File: src/rtl/lo_seq_ctrl.sv
// LO table address sequencer: phase accumulator with programmable step, start phase
// and burst length. Define LO_QUAD_EN to add the quadrature (cosine) address output.
module lo_seq_ctrl #(
  parameter int ADDR_W = 4,
  parameter int LEN_W  = 8
) (
  input  logic              clk,
  input  logic              rst,
  input  logic              cfg_valid,
  output logic              cfg_ready,
  input  logic [ADDR_W-1:0] cfg_step,
  input  logic [ADDR_W-1:0] cfg_phase,
  input  logic [LEN_W-1:0]  cfg_len,
  input  logic              start,
  input  logic              stop,
  output logic              busy,
  output logic              done,
  output logic [ADDR_W-1:0] lut_addr,
  output logic              sample_valid
`ifdef LO_QUAD_EN
  ,
  output logic [ADDR_W-1:0] lut_addr_q
`endif
);

  localparam logic [0:0] IDLE = 1'b0;
  localparam logic [0:0] RUN  = 1'b1;

  logic [0:0]        state;
  logic [ADDR_W-1:0] step_r;
  logic [LEN_W-1:0]  len_r;
  logic [LEN_W-1:0]  cnt;
  logic [ADDR_W-1:0] addr_d;
  logic              cfg_fire;
  logic              launch;
  logic              last;

  assign cfg_fire = cfg_valid & cfg_ready & (state == IDLE);
  assign launch   = (state == IDLE) & start & ~stop;
  // cnt holds the number of samples already issued; len 0 never matches
  assign last     = (len_r != '0) && (cnt == len_r);

  // A same-cycle config write feeds the launching burst directly
  always_comb begin
    addr_d = lut_addr;
    if (launch)
      addr_d = cfg_fire ? cfg_phase : lut_addr_phase();
    else if ((state == RUN) && !stop && !last)
      addr_d = lut_addr + step_r;
  end

  logic [ADDR_W-1:0] phase_r;
  function automatic logic [ADDR_W-1:0] lut_addr_phase();
    return phase_r;
  endfunction

  always_ff @(posedge clk or posedge rst) begin
    if (rst) begin
      state        <= IDLE;
      step_r       <= ADDR_W'(1);
      phase_r      <= '0;
      len_r        <= LEN_W'(16);
      cnt          <= '0;
      lut_addr     <= '0;
      sample_valid <= 1'b0;
      busy         <= 1'b0;
      done         <= 1'b0;
      cfg_ready    <= 1'b0;
    end else begin
      done     <= 1'b0;
      lut_addr <= addr_d;
      case (state)
        IDLE: begin
          cfg_ready <= 1'b1;
          if (cfg_fire) begin
            step_r  <= cfg_step;
            phase_r <= cfg_phase;
            len_r   <= cfg_len;
          end
          if (launch) begin
            state        <= RUN;
            cnt          <= LEN_W'(1);
            sample_valid <= 1'b1;
            busy         <= 1'b1;
            cfg_ready    <= 1'b0;
          end
        end
        default: begin
          if (stop || last) begin
            state        <= IDLE;
            sample_valid <= 1'b0;
            busy         <= 1'b0;
            cfg_ready    <= 1'b1;
            done         <= ~stop;
          end else begin
            cnt <= cnt + 1'b1;
          end
        end
      endcase
    end
  end

`ifdef LO_QUAD_EN
  localparam logic [ADDR_W-1:0] QOFF = ADDR_W'(1 << (ADDR_W - 2));

  always_ff @(posedge clk or posedge rst) begin
    if (rst) lut_addr_q <= QOFF;
    else     lut_addr_q <= addr_d + QOFF;
  end
`endif

endmodule

File: config.mk
export PLATFORM = sky130hd
export DESIGN_NAME = lo_seq_ctrl
export DESIGN_NICKNAME = d
export VERILOG_FILES = /design/src/rtl/lo_seq_ctrl.sv
export SDC_FILE = /design/constraint.sdc
export NUM_CORES = 1
export LEC_CHECK = 0
export CORE_MARGIN = 10
export CORE_UTILIZATION = 30
export DETAILED_ROUTE_END_ITERATION = 8
export PLACE_DENSITY = 0.59
export SYNTH_ARGS = -nofsm -noshare
export SYNTH_HDL_FRONTEND = slang
export SYNTH_SLANG_ARGS = --single-unit
File: constraint.sdc
create_clock -name clk -period 2.7 [get_ports clk]
set_input_delay 0.54 -clock clk [delete_from_list [all_inputs] [get_ports clk]]
set_output_delay 0.54 -clock clk [all_outputs]
set_load 0.02 [all_outputs]
* After elaboration in Yosys (flattened, before gate mapping)
Index checks and enable logic that the tools add are counted.
** Storage, ports and cells
- Register bits after elaboration :: 32
- Bits of input ports :: 21
- Output and inout bits :: 8
- Logic and storage cells :: 49
** Cells by class
- Add/sub/neg operators :: 2
- Equal/unequal tests :: 3
- Multiplexer cells :: 17
- Bitwise gates (word level) :: 6
- Reductions and logical operators :: 12
** Operator list (count)
- 8-bit 2-to-1 mux :: 3
- 4-bit 2-to-1 mux :: 3
- 1-bit 2-to-1 mux :: 11
- 8-bit by 1-bit adder with 8-bit output (second input constant) :: 1
- 8-bit equality test :: 1
- 8-bit nonzero test :: 1
- 2-bit AND reduction :: 3
- 4-bit adder :: 1
- 1-bit bitwise AND :: 4
- 2-bit nonzero test :: 2
- 1-bit logical AND :: 3
- 1-bit logical NOT :: 2
- 2-bit by 1-bit inequality test with 1-bit output (second input constant) :: 1
- 2-bit inequality test (second input constant) :: 1
- 1-bit NOT :: 2
- 1-bit logical OR :: 1

* Depth between registers and ports, before layout
Gate-level depths: netlist of the first run.
- Depth in word-level cells :: 6
- Depth in mapped cells :: 7
- Depth with buffers taken out :: 6

* Worst setup path before layout of the first run
Ideal clock, no wire load.
- Path kind :: flip-flop to flip-flop
- From :: register lut_addr[1]
- To :: register lut_addr[3]
- Library setup time :: 0.070 ns
- Arrival :: 1.630 ns
- Data required time :: 2.630 ns
- Path slack :: 1.001 ns
- Stages on the path, launching flop included :: 7
- Buffers on the path :: 0
- Path through :: dfrtp_1 ha_1 a21o_1 a21oi_1 xor2_1 or4_1 nand3_1
** Between the ends
- Longest elaborated chain between the ends :: 3
** RTL lines
- from (decl) :: line 18 : output logic [ADDR_W-1:0] lut_addr,
- from (signal assigned) :: line 71 : lut_addr <= addr_d;
- 4-bit adder :: line 49 : addr_d = lut_addr + step_r;
- 4-bit 2-to-1 mux :: line 48 : else if ((state == RUN) && !stop && !last)
- 4-bit 2-to-1 mux :: line 46 : if (launch)
Every way passes these cells. The select of a mux whose other input is x is not followed.
A chain may end at the register's enable or synchronous reset.

* Worst setup path in the final report of the first run
- From :: register lut_addr[2]
- To :: output port lut_addr[2]
No word-level cell between the ends.

==> results of run 1 <==
==> state kept, by name, indices dropped and copies added, names as in the netlist, 4 cells and up <==
name	count
len_r	8
step_r	4
phase_r	4
lut_addr	4
cnt	8
==> where the power goes <==
group,switching (W),internal [W]
registers,0.000166,0.000618
clock network,0.000173,0.000233
logic,0.000269,0.000313
total,0.000607,0.00116
==> final timing paths <==
| check | from | to | slack, ns | depth (start not counted) |
|---|---|---|---|---|
| setup / recovery | lut_addr[2]$_DFFE_PP0P_ | lut_addr[2] | 0.82 | 1 |
| hold / removal | phase_r[3]$_DFFE_PP0N_ | phase_r[3]$_DFFE_PP0N_ | 0.51 | 1 |
| setup reg to reg | cnt[4]$_DFFE_PP0P_ | lut_addr[1]$_DFFE_PP0P_ | 0.86 | 5 |
| hold reg to reg | phase_r[3]$_DFFE_PP0N_ | phase_r[3]$_DFFE_PP0N_ | 0.51 | 1 |
| max in group asynchronous | rst | step_r[0]$_DFFE_PP1P_ | 1.73 | 3 |
| min in group asynchronous | rst | cnt[3]$_DFFE_PP0P_ | 0.64 | 3 |
==> kinds of logic (layout without fill, tap and decap cells) <==
group	count (synthesis)	count (layout)	share of synthesized area [%]
DFF	32	32	48.4
and+or+nand+nor	40	40	13.9
muxes	17	17	11.5
xor gates and xnor gates	10	10	5.28
buffers and inverters	12	44	3.77
adders and majority gates	5	5	4.22
AOI/OAI and AO/OA	28	28	13.0
==> synthesized netlist by cell type (all sizes together), types with 2 or more instances <==
cell type,n,area [um2]
dfrtp,30,751
mux2,16,180
nand2,14,52.6
o311ai,9,78.8
xor2,9,78.8
inv,6,22.5
buf,5,36.3
nand3,5,25.0
ha,4,50.1
nor2,4,15.0
o21ai,4,23.8
a21oi,3,15.0
nand3b,3,22.5
nor4,3,37.5
o211ai,3,22.5
or3,3,18.8
a21o,2,15.0
dfstp,2,52.6
nand2b,2,12.5
nor3b,2,15.0
o221a,2,22.5
==> through the flow <==
stage	power (W)	setup slack [ns]	cells
global placement	0.00137	0.646	240
finish	0.00177	0.824	248
detailed placement	0.00138	0.611	240
floorplan	0.00117	1.00	144
global route	0.00190	0.611	248
CTS	0.00179	0.812	248
==> cell type report <==
class	count	area, um2	area share [%]
Inverter	6	22.5	1.07
Multi-Input combinational cell	100	795	37.7
Tap cell	72	90.1	4.28
Clock buffer	8	100	4.75
Sequential cell	32	803	38.1
Timing Repair Buffer	30	295	14.0
==> metal layers <==
layer / share of wire [%] / global-route usage (%) / up-vias
met2: 43 / 11.7 / 22
met3: 5.8 / 3.17 / 5
li1: - / - / 596
met5: 0 / 0 / -
met1: 50 / 11.9 / 594
met4: 1.1 / 3.42 / 0
==> metrics.md, run 1 <==
| Metric | Value |
|---|---|
| Status | `finished, final reports clean` |
| P&R area growth vs syn | `26.8%` |
| Routed wire per std cell | `roughly 14 um` |
| Placement Rows | `27` |
| Core area | `5440 um2` |
| HPWL after DPL | `2700 um` |
| Bufs and invs on worst path | `1` |
| Top Ports | `29` |
| Global-route wire length before repair | `~6000 um` |
| Top delay family on crit path | `buffers and inverters` |
| Die Wd | `about 94 um` |
| Antenna Cells | `0` |
| Cell Area, Placed | `2010 um2` |
| Hold Vio Cnt, Final | `0` |
| CP max FO | `3` |
| Dominant synthesized flop cell | `dfrtp_1` |
| # hold bufs at CTS | `0` |
| YS warnings | `0` |
| Hold Slack | `between 0.5 and 0.6 ns` |
| Seq/Total Area, Yosys | `between 40% and 50%` |
| Syn Area/Cell | `around 12 um2` |
| Crit-path max cell delay | `roughly 0.64 ns` |
| Largest net degree at the start of global routing | `33` |
| Hold WC Path Type | `reg2reg` |
| Fill count | `around 530` |
| Actual slew at the worst max-slew pin | `~0.54 ns` |
| Final Cell Area | `approximately 2100 um2` |
| CTS clock-pin slew for the worst setup and hold paths | `0.07 ns` |
| Postcts setup bufs | `0` |
| Endpoints failing setup | `0` |
| Layout cell share with drive strength beyond 1 | `about a fifth` |
| Die Height | `94.4 um` |
| Final TNS setup | `0 ns` |
| GRT Overall Usage | `under 10%` |
| Setup Crit Path Kind | `reg2out` |
| Net count after synthesis | `170` |
| Starting Density | `between 30% and 40%` |
| H-tree depth | `2` |
| Final Slew Violations | `0` |
| Fin util | `around two fifths` |
| Cell Area, Synth | `1660 um2` |
| RSZ-0062 raised after global routing | `false` |
| Worst Setup Start Kind | `register` |
| # DRC | `0` |
| Fin nets | `roughly 200` |
| P_leak | `around 0.85 nW` |
| Initial antenna violation count | `0` |
| Clock skew | `between 0.008 and 0.009 ns` |
| Clk Latency, worst-skew pair | `about 0.28 ns` |
| Setup crit end kind | `output port` |
| Commonest non-fill, non-tap cells in the layout | `30 x dfrtp_1, 28 x clkdlybuf4s50_1, 16 x mux2_2, 14 x nand2_1, 9 x xor2_1` |
| Vias per Instance | `about 5` |
| Cts bufs inserted | `5` |
| IO buf count | `28` |
| Yosys reg bits | `32` |
| Worst path cell trace | `clkdlybuf4s50_1` |
| Drt initial violations | `96` |
| Slew HR | `between 60% and 70%` |
| Fin crit share | `a little over two thirds` |
| WP data required | `roughly 2.2 ns` |
| Mapped Cells | `approximately 140` |
| Most common cell after layout, fill and taps aside | `dfrtp_1` |
| First-pass DRT Iterations | `4` |
| Vias in the first global route | `~1.2k` |
| Placer congestion estimate | `between 0.8 and 0.9` |
| Post-synth EDFFs | `0` |
| Root Buffer Master | `clkbuf_8` |
| Min Tclk post-route | `between 1.5 and 2 ns` |
| CTS tree | `built` |
| Critical-path top delay cell | `clkdlybuf4s50_1` |
| Fmax | `533 MHz` |
| CTS resizes | `0` |
| Die ar. | `8910 um2` |
| DRT antenna net count | `0` |
| Routed via count | `approximately 1.2k` |
| Maximum VDD drop | `approximately 0.38 mV` |
| Ys async rst share | `100%` |
| Clock buffer depth | `2` |
| PD cells | `approximately 840 nW/um2` |
| CTS sink count | `32` |
| Final WL | `3570 um` |
| Max-cap violations | `0` |
| Total global routing overflow | `0` |
| WP data arrival | `1.34 ns` |
| Synth cell types | `39` |
Power figures use the tool's default switching activity.
==> run 2, diff against run 1 <==
--- a/config.mk
+++ b/config.mk
@@ -8,7 +8,7 @@
 export CORE_MARGIN = 10
 export CORE_UTILIZATION = 30
 export DETAILED_ROUTE_END_ITERATION = 8
-export PLACE_DENSITY = 0.59
+export PLACE_DENSITY = 0.61
 export SYNTH_ARGS = -nofsm -noshare
 export SYNTH_HDL_FRONTEND = slang
 export SYNTH_SLANG_ARGS = --single-unit
==> constraint.sdc (replaced) <==
create_clock -name clk -period 1.64 [get_ports clk]
set_input_delay 0.328 -clock clk [delete_from_list [all_inputs] [get_ports clk]]
set_output_delay 0.328 -clock clk [all_outputs]
set_load 0.02 [all_outputs]
==> metrics.md, run 2 (same netlist as run 1, synthesis figures left out) <==
| Metric | Value |
|---|---|
| Final WL | `3780 um (+5.8%)` |
| HPWL after DPL | `2890 um (+7.1%)` |
| Maximum VDD drop | `0.538 mV (+40%)` |
| Fin crit share | `105%` |
| H-tree depth | `2 (unchanged)` |
| Min Tclk post-route | `roughly 1.7 ns` |
| Worst Setup Start Kind | `register` |
| Starting Density | `30.5% (unchanged)` |
| Actual slew at the worst max-slew pin | `0.325 ns (-0.212 ns)` |
| Hold Vio Cnt, Final | `0 (unchanged)` |
| Die Wd | `94.4 um (unchanged)` |
| Final Cell Area | `2400 um2 (+14%)` |
| Bufs and invs on worst path | `0 (-1)` |
| Final Slew Violations | `0 (unchanged)` |
| P_leak | `1.03 nW (+21%)` |
| Vias in the first global route | `1348 (+13%)` |
| Placement Rows | `27 (unchanged)` |
| Hold WC Path Type | `in2async` |
| Cell Area, Placed | `2230 um2 (+11%)` |
| Clock share of power | `18.9% (-4.0 points)` |
| Die ar. | `8910 um2 (unchanged)` |
| Setup crit end | `cnt[6]$_DFFE_PP0P_` |
| Vias per Instance | `4.66 (-5.0%)` |
| Crit-path max cell delay | `0.56 ns (-0.08 ns)` |
| First-pass DRT Iterations | `4 (unchanged)` |
| Cts bufs inserted | `5 (unchanged)` |
| Reg-to-reg endpoint | `cnt[6]$_DFFE_PP0P_` |
| Antenna Cells | `0 (unchanged)` |
| Int Pwr | `0.00201 W (+73%)` |
| Routed via count | `1292 (+6.2%)` |
| Core area | `5440 um2 (unchanged)` |
| Final TNS setup | `-0.379 ns (-0.379 ns)` |
| RSZ-0062 raised after global routing | `true` |
| Worst path cell trace | `xor2_1, a211oi_1, and3_4, or3_1, o311ai_2` |
| # DRC | `0 (unchanged)` |
| Failing checks | `setup timing` |
| Setup Crit Path Kind | `reg2reg` |
| GRT Overall Usage | `9.16% (+0.58 points)` |
| IO buf count | `28 (unchanged)` |
| Fin nets | `230 (+14%)` |
| Die Height | `94.4 um (unchanged)` |
| Endpoints failing setup | `10 (+10)` |
| Largest net degree at the start of global routing | `33 (unchanged)` |
| Drt initial violations | `129 (+34%)` |
| Global-route wire length before repair | `6460 um (+6.4%)` |
| CTS sink count | `32 (unchanged)` |
| Final Power | `0.00309 W (+75%)` |
| WP data arrival | `1.90 ns (+0.56 ns)` |
| P&R area growth vs syn | `44.3%` |
| WP data required | `1.82 ns (-0.34 ns)` |
| Fin cells | `277 (+12%)` |
| R2R cell count | `5 (unchanged)` |
| Sequential power share | `38.6% (-5.6 points)` |
| Commonest non-fill, non-tap cells in the layout | `30 x buf_4, 29 x dfrtp_1, 21 x clkdlybuf4s50_1, 16 x mux2_2, 13 x nand2_1` |
| Clock buffer depth | `2 (unchanged)` |
| CTS clock-pin slew for the worst setup and hold paths | `0.07 ns (about the same)` |
| PD cells | `1290 nW/um2 (+53%)` |
| # hold bufs at CTS | `0 (unchanged)` |
| Sw Ratio | `34.8% (+0.56 points)` |
| Flop-to-flop setup slack | `-0.08 ns (-0.94 ns)` |
| Slack of the critical path | `-0.0765 ns (-0.900 ns)` |
| Setup crit end kind | `register` |
| R2R Path Start | `len_r[4]$_DFFE_PP1P_` |
| Placer congestion estimate | `0.838 (+2.0%)` |
| CP startpoint | `len_r[4]$_DFFE_PP1P_` |
| Clock skew | `0.00987 ns (+0.000999 ns)` |
| Worst path depth | `5 (+4)` |
| Critical-path top delay cell | `dfstp_2` |
| Slew HR | `78.3% (+14 points)` |
| Largest regs | `cnt (8), len_r (8)` |
| Switch Pwr | `0.00108 W (+77%)` |
| CTS tree | `built` |
| Clk Latency, worst-skew pair | `0.28 ns (about the same)` |
| Combinational Power Share | `42.5% (+9.6 points)` |
| Routed wire per std cell | `13.7 um (-5.3%)` |
| Most common cell after layout, fill and taps aside | `buf_4` |
| Root Buffer Master | `clkbuf_8` |
| Max-cap violations | `0 (unchanged)` |
| Fill count | `522 (-2.2%)` |
| Layout cell share with drive strength beyond 1 | `36.1% (+17 points)` |
| Top Ports | `29 (unchanged)` |
| CP max FO | `11 (+8)` |
| Total global routing overflow | `0 (unchanged)` |
| Initial antenna violation count | `0 (unchanged)` |
| Total placed cells including tap cells | `268 (+12%)` |
| Top delay family on crit path | `simple AND/OR/NAND/NOR gates` |
| Fmax | `583 MHz` |
| DRT antenna net count | `0 (unchanged)` |
| Status | `finished with violations` |
[run 2: cell count changes in the layout (fill, tap and decap cells not counted), sizes merged]
cell	before	now
dlygate4sd2	0	3
clkdlybuf4s50	28	21
clkbuf	8	5
buf	2	31
clkinv	0	3
dlymetal6s2s	0	4
[run 2: area by class of cell]
type                            instances  area (um2)  share of cell area (%)
Clock buffer                            5        68.8                    2.87
Clock inverter                          3        18.8                   0.783
Inverter                                6        22.5                   0.940
Multi-Input combinational cell        100         860                    35.9
Sequential cell                        32         805                    33.6
Tap cell                               72        90.1                    3.76
Timing Repair Buffer                   59         532                    22.2
[run 2: worst min-delay path by stage]
| stage | from | end | slack (ns) | cells after the start |
|---|---|---|---|---|
| after global placement | phase_r[1]$_DFFE_PP0N_ | phase_r[1]$_DFFE_PP0N_ | 0.48 | 1 |
| after global routing | rst | len_r[7]$_DFFE_PP0P_ | 0.40 | 3 |
| after detailed placement | phase_r[3]$_DFFE_PP0N_ | phase_r[3]$_DFFE_PP0N_ | 0.49 | 1 |
| after CTS | rst | lut_addr[2]$_DFFE_PP0P_ | 0.38 | 3 |
| after floorplan | rst | cfg_ready$_DFFE_PP0P_ | 0.44 | 1 |
| final | rst | len_r[7]$_DFFE_PP0P_ | 0.38 | 3 |
[run 2: power groups by stage]
stage	Clock [W]	Sequential [W]	Combinational [W]
after floorplan	0	0.00126	0.000685
after CTS	0.000607	0.00119	0.00127
after global routing	0.000643	0.00123	0.00147
final	0.000583	0.00119	0.00131
after global placement	0	0.00120	0.00127
after detailed placement	0	0.00120	0.00129
[run 2: per-layer routing]
layer  GRT usage, %  part of all wire (%)
met1           12.3                    52
met2           13.3                    43
met3           2.46                   3.1
met4           4.18                   2.0
met5              0                     0
[run 2: worst reg2reg max path, cell delays in order, from the launching register on]
cell and delay [ns]:
dfstp_2 0.56, xor2_1 0.15, a211oi_1 0.08, and3_4 0.22, or3_1 0.39, o311ai_2 0.21
[run 2: per-stage QoR]
step | utilization, % | setup WS, ns | hold slack, ns
2_1_floorplan | - | 0.00188 | 0.443
3_3_place_gp | 41.1 | -0.126 | 0.483
3_5_place_dp | 41.1 | -0.123 | 0.489
4_1_cts | 42.9 | -0.0989 | 0.384
5_1_grt | 44.1 | -0.185 | 0.400
6_report | 44.1 | -0.0765 | 0.379
[run 2: repair_timing]
action,in CTS,in global routing
setup buffers,1,0
hold endpoints to repair,0,0
endpoints found under the setup margin,15,20
gates resized for setup,5,12
cloned,0,0
pin swaps,1,2
==> run 3, diff against run 2 <==
--- a/config.mk
+++ b/config.mk
@@ -5,7 +5,6 @@
 export SDC_FILE = /design/constraint.sdc
 export NUM_CORES = 1
 export LEC_CHECK = 0
-export CORE_MARGIN = 10
 export CORE_UTILIZATION = 30
 export DETAILED_ROUTE_END_ITERATION = 8
 export PLACE_DENSITY = 0.61
==> metrics.md, run 3 (same netlist as run 1, synthesis figures left out) <==
| Metric | Value |
|---|---|
| Critical-path top delay cell | `dfrtp_1` |
| Clk Latency, worst-skew pair | `0.28 ns (about the same)` |
| First-pass DRT Iterations | `4 (unchanged)` |
| Final Power | `0.00313 W (+1.1%)` |
| Max-cap violations | `0 (unchanged)` |
| CTS clock-pin slew for the worst setup and hold paths | `0.07 ns (about the same)` |
| Setup crit end kind | `register` |
| Actual slew at the worst max-slew pin | `0.337 ns (+0.0125 ns)` |
| Hold WC Path Type | `in2async` |
| Sequential power share | `38.4% (-0.2 points)` |
| Root Buffer Master | `clkbuf_8` |
| Fill count | `500 (-4.2%)` |
| HPWL after DPL | `2520 um (-13%)` |
| Most common cell after layout, fill and taps aside | `dfrtp_1` |
| Worst Setup Start Kind | `register` |
| Commonest non-fill, non-tap cells in the layout | `29 x dfrtp_1, 25 x buf_4, 22 x clkdlybuf4s50_1, 16 x mux2_2, 13 x nand2_1` |
| R2R cell count | `5 (unchanged)` |
| Failing checks | `setup timing` |
| P_leak | `1.00 nW (-2.7%)` |
| Combinational Power Share | `41.5% (-1.0 points)` |
| IO buf count | `28 (unchanged)` |
| Int Pwr | `0.00205 W (+1.7%)` |
| Largest regs | `cnt (8), len_r (8)` |
| H-tree depth | `2 (unchanged)` |
| P&R area growth vs syn | `42.4%` |
| Routed wire per std cell | `12.7 um (-7.0%)` |
| Final Slew Violations | `0 (unchanged)` |
| Hold Slack | `0.377 ns (-0.00240 ns)` |
| Starting Density | `31.9% (+1.4 points)` |
| Fin util | `45.4% (+1.4 points)` |
| GRT Overall Usage | `13.3% (+4.2 points)` |
| Crit-path max cell delay | `0.40 ns (-0.16 ns)` |
| Final WL | `3450 um (-8.7%)` |
| Vias per Instance | `4.72 (+1.1%)` |
| CTS tree | `built` |
| Worst path cell trace | `nor4_2, a211oi_2, and3_4, or3_1, o311ai_1` |
| Layout cell share with drive strength beyond 1 | `34.7% (-1.4 points)` |
| Top delay family on crit path | `simple AND/OR/NAND/NOR gates` |
| R2R Path Start | `len_r[5]$_DFFE_PP0P_` |
| Fin cells | `272 (-1.8%)` |
| WP data arrival | `1.95 ns (+0.05 ns)` |
| Register area | `805 um2 (unchanged)` |
| Antenna Cells | `0 (unchanged)` |
| Clock skew | `0.00715 ns (-0.00272 ns)` |
| Maximum VDD drop | `0.513 mV (-4.7%)` |
| Slack of the critical path | `-0.124 ns (-0.0478 ns)` |
| Largest net degree at the start of global routing | `33 (unchanged)` |
| Fin nets | `227 (-1.3%)` |
| Total placed cells including tap cells | `263 (-1.9%)` |
| Die ar. | `5840 um2 (-35%)` |
| Initial antenna violation count | `0 (unchanged)` |
| Global-route wire length before repair | `5870 um (-9.2%)` |
| Slew HR | `77.2% (-1.1 points)` |
| Clock buffer depth | `2 (unchanged)` |
| Final TNS setup | `-0.509 ns (-0.130 ns)` |
| Drt initial violations | `116 (-10%)` |
| RSZ-0062 raised after global routing | `true` |
| Clock share of power | `20.1% (+1.2 points)` |
| Total global routing overflow | `0 (unchanged)` |
| Reg-to-reg endpoint | `cnt[7]$_DFFE_PP0P_` |
| Switch Pwr | `0.00108 W (+0.14%)` |
| Die Height | `76.4 um (-19%)` |
| Placement Rows | `26 (-3.7%)` |
| Core area | `5200 um2 (-4.3%)` |
| CP max FO | `13 (+2)` |
| Sw Ratio | `34.5% (-0.34 points)` |
| Area of the multi-input gates | `847 um2 (-1.5%)` |
| Fmax | `567 MHz (-2.7%)` |
| Cts bufs inserted | `5 (unchanged)` |
| # DRC | `0 (unchanged)` |
| Flop-to-flop setup slack | `-0.12 ns (-0.05 ns)` |
| Vias in the first global route | `1192 (-12%)` |
| Die Wd | `76.4 um (-19%)` |
| Status | `finished with violations` |
| CTS sink count | `32 (unchanged)` |
| Endpoints failing setup | `8 (-2)` |
| Fin crit share | `108% (+2.9 points)` |
| Routed via count | `1283 (-0.70%)` |
| Hold Vio Cnt, Final | `0 (unchanged)` |
| Top Ports | `29 (unchanged)` |
| # hold bufs at CTS | `0 (unchanged)` |
| WP data required | `1.82 ns (about the same)` |
| Setup Crit Path Kind | `reg2reg` |
| Bufs and invs on worst path | `0 (unchanged)` |
| Placer congestion estimate | `0.749 (-11%)` |
| Min Tclk post-route | `1.76 ns (+0.0478 ns)` |
| PD cells | `1320 nW/um2 (+2.5%)` |
| DRT antenna net count | `0 (unchanged)` |
==> run 3: cell type report <==
class | instances | share of cell area (%)
Clock inverter | 2 | 0.423
Inverter | 6 | 0.952
Timing Repair Buffer | 56 | 21.6
Clock buffer | 6 | 3.49
Tap cell | 70 | 3.70
Sequential cell | 32 | 34.0
Multi-Input combinational cell | 100 | 35.8
==> run 3: how the worst max path moves through the flow <==
stage                                        from                      end  slack, ns  cells after the start
after CTS                    len_r[1]$_DFFE_PP0P_       cnt[7]$_DFFE_PP0P_       -0.1                      5
after global placement                  cfg_valid  lut_addr[2]$_DFFE_PP0P_      -0.14                      4
after floorplan           lut_addr[1]$_DFFE_PP0P_  lut_addr[3]$_DFFE_PP0P_      0.002                      6
after detailed placement     len_r[5]$_DFFE_PP0P_       cnt[6]$_DFFE_PP0P_      -0.14                      5
after global routing         len_r[5]$_DFFE_PP0P_       cnt[7]$_DFFE_PP0P_      -0.24                      5
final                        len_r[5]$_DFFE_PP0P_       cnt[7]$_DFFE_PP0P_      -0.12                      5
==> run 3: layer usage <==
metal	vias to the layer above	routed length [um]	GRT usage, %
met2	24	1480	18.0
li1	637	-	-
met5	-	0	0
met4	0	49	6.35
met1	618	1750	18.8
met3	4	176	4.55
==> run 3: through the flow <==
| stage | setup WS, ns | cell area [um2] |
|---|---|---|
| 2_1_floorplan | 0.00188 | 1670 |
| 3_3_place_gp | -0.136 | 2210 |
| 3_5_place_dp | -0.142 | 2210 |
| 4_1_cts | -0.0987 | 2330 |
| 5_1_grt | -0.238 | 2360 |
| 6_report | -0.124 | 2360 |
==> run 3: power groups by stage <==
stage	Sequential (W)	Combinational [W]	Clock (W)
2_1_floorplan	0.00126	0.000685	0
3_3_place_gp	0.00121	0.00125	0
3_5_place_dp	0.00120	0.00127	0
4_1_cts	0.00120	0.00126	0.000654
5_1_grt	0.00123	0.00144	0.000687
6_report	0.00120	0.00130	0.000629
==> run 3: what timing repair did <==
item,in CTS,in global routing
setup buffers,1,0
endpoints found under the setup margin,16,18
cloned,0,0
pin swaps,3,0
endpoints found under the hold margin,0,0
resized for setup,8,8
==> run 3: worst register-to-register path: stages (launching register included) <==
cell	delay, ns
dfrtp_1	0.40
nor4_2	0.31
a211oi_2	0.13
and3_4	0.21
or3_1	0.38
o311ai_1	0.23
